## src/rtl/mem_access_unit.sv

```systemverilog
// Data-memory access unit: a single outstanding load/store between the
// EX/MEM latch and a req/ack memory port, with lane steering and extension.
module mem_access_unit #(
  parameter int NB_DATA      = 32,
  parameter int NB_MEM_CTRL  = 6,
  parameter int NB_DMEM_ADDR = 10,
  parameter int TIMEOUT      = 16
) (
  input  logic                    i_clock,
  input  logic                    i_reset,
  input  logic                    i_valid,
  input  logic [NB_MEM_CTRL-1:0]  i_MEM_control,
  input  logic [NB_DATA-1:0]      i_alu_result,
  input  logic [NB_DATA-1:0]      i_data_write,
  input  logic                    i_halt_detected,
  output logic                    o_dmem_req,
  output logic                    o_dmem_we,
  output logic [NB_DMEM_ADDR-1:0] o_dmem_addr,
  output logic [NB_DATA-1:0]      o_dmem_wdata,
  output logic [3:0]              o_dmem_be,
  input  logic                    i_dmem_ack,
  input  logic [NB_DATA-1:0]      i_dmem_rdata,
  output logic                    o_stall,
  output logic [NB_DATA-1:0]      o_load_data,
  output logic                    o_load_valid,
  output logic                    o_misaligned,
  output logic                    o_timeout,
  output logic                    o_halted
);

  localparam int CW = $clog2(TIMEOUT + 1);

  typedef enum logic [1:0] {IDLE, REQ, DONE} state_t;

  state_t            state_q;
  logic [CW-1:0]     cnt_q;
  logic [1:0]        sz_q;
  logic              uns_q;
  logic [1:0]        off_q;
  logic              hpend_q;

  logic              rd, wr, aligned, live, accept, halt_in;
  logic [1:0]        sz;
  logic [1:0]        off;
  logic [3:0]        be_d;
  logic [NB_DATA-1:0] wdata_d;
  logic [NB_DATA-1:0] sh;
  logic [NB_DATA-1:0] ext_d;
  logic              unused_bits;

  assign rd      = i_MEM_control[4];
  assign wr      = i_MEM_control[3];
  assign sz      = i_MEM_control[1:0];
  assign off     = i_alu_result[1:0];
  assign halt_in = i_valid & i_halt_detected;

  assign aligned = sz[1] ? (off == 2'b00) :
                   sz[0] ? ~off[0] : 1'b1;

  // A halt marker in IDLE is never treated as an access
  assign live    = (state_q == IDLE) & i_valid & (rd | wr) &
                   ~o_halted & ~i_halt_detected;
  assign accept  = live & aligned;
  assign o_stall = accept | (state_q == REQ);

  assign unused_bits = ^{i_MEM_control[NB_MEM_CTRL-1:5],
                         i_alu_result[NB_DATA-1:NB_DMEM_ADDR+2]};

  always_comb begin
    be_d    = 4'b1111;
    wdata_d = i_data_write;
    if (sz == 2'b00) begin
      be_d    = 4'b0001 << off;
      wdata_d = {4{i_data_write[7:0]}};
    end else if (sz == 2'b01) begin
      be_d    = 4'b0011 << {off[1], 1'b0};
      wdata_d = {2{i_data_write[15:0]}};
    end
  end

  always_comb begin
    sh    = i_dmem_rdata >> {off_q, 3'b000};
    ext_d = sh;
    if (sz_q == 2'b00)
      ext_d = {{(NB_DATA-8){~uns_q & sh[7]}}, sh[7:0]};
    else if (sz_q == 2'b01)
      ext_d = {{(NB_DATA-16){~uns_q & sh[15]}}, sh[15:0]};
  end

  always_ff @(posedge i_clock or posedge i_reset) begin
    if (i_reset) begin
      state_q      <= IDLE;
      cnt_q        <= '0;
      sz_q         <= '0;
      uns_q        <= 1'b0;
      off_q        <= '0;
      hpend_q      <= 1'b0;
      o_dmem_req   <= 1'b0;
      o_dmem_we    <= 1'b0;
      o_dmem_addr  <= '0;
      o_dmem_wdata <= '0;
      o_dmem_be    <= '0;
      o_load_data  <= '0;
      o_load_valid <= 1'b0;
      o_misaligned <= 1'b0;
      o_timeout    <= 1'b0;
      o_halted     <= 1'b0;
    end else begin
      o_load_valid <= 1'b0;
      unique case (state_q)
        IDLE: begin
          if (halt_in) begin
            o_halted <= 1'b1;
          end else if (live && !aligned) begin
            o_misaligned <= 1'b1;
          end else if (accept) begin
            state_q      <= REQ;
            cnt_q        <= '0;
            o_dmem_req   <= 1'b1;
            o_dmem_we    <= wr;
            o_dmem_addr  <= i_alu_result[NB_DMEM_ADDR+1:2];
            o_dmem_wdata <= wdata_d;
            o_dmem_be    <= be_d;
            sz_q         <= sz;
            uns_q        <= i_MEM_control[2];
            off_q        <= off;
          end
        end
        REQ: begin
          if (halt_in) hpend_q <= 1'b1;
          if (i_dmem_ack) begin
            state_q      <= DONE;
            o_dmem_req   <= 1'b0;
            o_load_valid <= ~o_dmem_we;
            if (!o_dmem_we) o_load_data <= ext_d;
          end else if (cnt_q == CW'(TIMEOUT - 1)) begin
            state_q      <= DONE;
            o_dmem_req   <= 1'b0;
            o_timeout    <= 1'b1;
            o_load_valid <= ~o_dmem_we;
            if (!o_dmem_we) o_load_data <= '0;
          end else begin
            cnt_q <= cnt_q + CW'(1);
          end
        end
        DONE: begin
          state_q <= IDLE;
          hpend_q <= 1'b0;
          if (hpend_q || halt_in) o_halted <= 1'b1;
        end
        default: state_q <= IDLE;
      endcase
    end
  end

endmodule

```

## config.mk

```make
export PLATFORM = sky130hd
export DESIGN_NAME = mem_access_unit
export DESIGN_NICKNAME = d
export VERILOG_FILES = /design/src/rtl/mem_access_unit.sv
export SDC_FILE = /design/constraint.sdc
export NUM_CORES = 1
export LEC_CHECK = 0
export BUFFER_PORTS_ARGS = -buffer_cell sky130_fd_sc_hd__clkbuf_2
export CORE_MARGIN = 4
export CORE_UTILIZATION = 48
export DETAILED_ROUTE_END_ITERATION = 7
export GPL_ROUTABILITY_DRIVEN = 0
export PLACE_DENSITY = 0.91
export SKIP_LAST_GASP = 1
export SYNTH_ARGS = -nofsm -noshare
export SYNTH_HDL_FRONTEND = slang
export SYNTH_SLANG_ARGS = --single-unit
```

## constraint.sdc

```tcl
create_clock -name i_clock -period 3.2 [get_ports i_clock]
set_clock_uncertainty 0.2 [all_clocks]
set_input_delay 0 -clock i_clock [delete_from_list [all_inputs] [get_ports i_clock]]
set_output_delay 0 -clock i_clock [all_outputs]
set_load 0.01 [all_outputs]
```

==> metrics.cfg <==
[final_layout]
final_area_um2=6730
utilization=0.724
layout_common_cells=clkbuf_2, dlygate4sd3_1, dfrtp_1, mux2i_1, o21ai_0
drive_gt1_frac=0.365
syn_to_final_growth_pct=46.4
fillCellCount=616
diodes=0
fin_nets=774
final_common_cell=clkbuf_2

[synth]
synth-warning-count=0
syn-mean-instance-area_um2=11.5
synth_top_cells_by_area=dfrtp_1, mux2i_1, mux2_2
syn-cell-area_um2=4590
ys_ff_latch=97
synth_ff_type=dfrtp_1
async_flop_share=1.00
syn-num-nets=510
synth_edf_count=0
synth_seq_area_share=0.528
synth_top_area_cell=dfrtp_1
synth.distinct_cells=42
synth_top_area_share=0.528
synth_cells=401

[worst_setup_path]
crit_fanout=77
cp-startpoint=state_q[1]$_DFFE_PP0P_
cp.arrival_ns=3.01
critPathTopFamily=simple AND/OR/NAND/NOR gates
cp.required_ns=3.29
crit_path_end_kind=register
rr_startpoint=state_q[1]$_DFFE_PP0P_
path_depth=5
endpoint=o_dmem_be[0]$_DFFE_PP0P_
r2r_cells=5
path_buf_inv=2
crit_chain=or4b_1 -> nand4b_1 -> buf_12 -> o31ai_1 -> dlygate4sd3_1
critical-path-max-stage-delay_ns=0.58
start_kind=register
path_class=register to register
slowest_stage=dlygate4sd3_1
regToRegEndpoint=o_dmem_be[0]$_DFFE_PP0P_
r2r_slack_ns=0.28

[job]
drv_cap=0

[timing]
timing.final.crit_share=0.913
max_freq_ghz=0.342
fin_ws_ns=0.280
final_max_slew_viol_count=0
worst_pin_slew_ns=0.983
slew_headroom=0.342
tns_ns=0
hold_violations=0
period_minus_slack_ns=2.92
rsz0062_at_grt=no
timing.hold.ws_ns=0.0608
setup-violations-final=0

[power]
p_leak_uw=0.00335
irDropWorstVdd_mv=0.314
p_per_area_nw_per_um2=576

[die]
die_x_um=106
std_cell_rows=35
die_y_um=106
dieArea_um2=11200
boundaryPins=192
start_util=0.495
coreArea_um2=9280

[clock_network]
max-clock-path-buffers=2
cts_tree=yes
clock_sinks=97
cts-resized-gates=0
post_cts.repair.setup_buffers=0
cts_made_buffers=9
root_buffer=clkbuf_8
htreeDepth=3
holdBufCountCts=101
insertion_delay_ns=0.36
cts.clk_slew.worst_paths_ns=0.10

[drt]
wl_per_cell_um=19.8
drt_iter0_drc=285
ant_nets=0
routed_wl_mm=15.8
dr.pass1.iters=5
drc_errors=0
dr_total_vias=4515
drt-vias-per-instance=5.66

[global_routing]
gr-usage-met1=0.350
grt_pass1_wl_mm=25.9
gr-usage-met2=0.486
antenna_found_initial=0
grt_pass1_vias=4782
grt.total_usage=0.292
grt_overflow=0
grt-busiest-layer=met2
met3_usage=0.0968
grt_max_degree=78

[place]
place_hpwl_mm=9.37
dpl_cell_area_um2=5540
io_buffers=170
place_ws_ns=0.653

[worst_hold_path]
hp-class=input port to register

[run_status]
status=finished clean

[stage by stage]
step | cells | total power (uW)
floorplan | 401 | 2430
global placement | 682 | 2900
detailed placement | 682 | 2960
CTS | 798 | 3800
global route | 798 | 4090
finish | 798 | 3880
[worst register-to-register path, stage by stage (launching register included)]
cell	delay (ns)
dfrtp_1	0.49
or4b_1	0.57
nand4b_1	0.42
buf_12	0.34
o31ai_1	0.24
dlygate4sd3_1	0.58
[logic make-up (layout without fill, tap and decap cells)]
group | count (synthesis) | after routing | share of synthesized area
compound gates | 114 | 114 | 0.169
flops | 97 | 97 | 0.528
simple gates | 76 | 76 | 0.0812
mux | 75 | 75 | 0.175
buf+inv | 37 | 305 | 0.0408
fa+ha+maj | 2 | 2 | 0.00545
[synth_stat cells, drive strengths merged (2+ instances only)]
| master | n |
|---|---|
| a21oi | 27 |
| mux2i | 42 |
| mux2 | 32 |
| clkbuf | 20 |
| nor3b | 2 |
| inv | 9 |
| a221o | 16 |
| nor3 | 2 |
| o2bb2ai | 10 |
| a22o | 11 |
| a21o | 2 |
| nor2 | 25 |
| o21ai | 40 |
| buf | 8 |
| or3 | 2 |
| ha | 2 |
| nand2 | 31 |
| nand2b | 3 |
| nor2b | 4 |
| dfrtp | 97 |
[power by group]
group | switching (uW) | internal (uW) | total [uW]
clock network | 432 | 300 | 733
logic | 661 | 685 | 1350
registers | 255 | 1540 | 1800
total | 1350 | 2530 | 3880
[cell type report]
| type | instances | area [um^2] | share of cell area |
|---|---|---|---|
| Sequential cell | 97 | 2430 | 0.361 |
| Clock inverter | 4 | 30.0 | 0.00447 |
| Multi-Input combinational cell | 267 | 1980 | 0.294 |
| Timing Repair Buffer | 281 | 1950 | 0.290 |
| Inverter | 9 | 36.3 | 0.00540 |
| Tap cell | 129 | 161 | 0.0240 |
| Clock buffer | 11 | 141 | 0.0210 |
[registers in the layout, summed over array words and instances (netlist names), 2 cells and up]
signal / cells
cnt_q: 5
o_dmem_addr: 10
o_dmem_be: 4
o_dmem_wdata: 32
o_load_data: 32
off_q: 2
state_q: 2
sz_q: 2
[routing by layer]
layer,vias to the layer above,wire length [um]
met4,0,645
met3,54,1630
met5,-,0
met2,333,7630
li1,1978,-
met1,2150,5900
[how the worst min path moves through the flow]
stage	to	slack, ns	cells past startpoint	from
floorplan	o_dmem_be[0]$_DFFE_PP0P_	-0.10	1	i_alu_result[0]
global placement	o_load_valid$_DFF_PP0_	-0.07	2	i_reset
detailed placement	o_load_data[22]$_DFFE_PP0P_	-0.05	2	i_reset
CTS	o_load_data[14]$_DFFE_PP0P_	0.02	4	i_dmem_rdata[14]
global route	o_load_data[13]$_DFFE_PP0P_	0.07	4	i_dmem_rdata[13]
finish	o_load_data[13]$_DFFE_PP0P_	0.06	4	i_dmem_rdata[13]
Note: power is estimated with default switching activity, not from simulation.
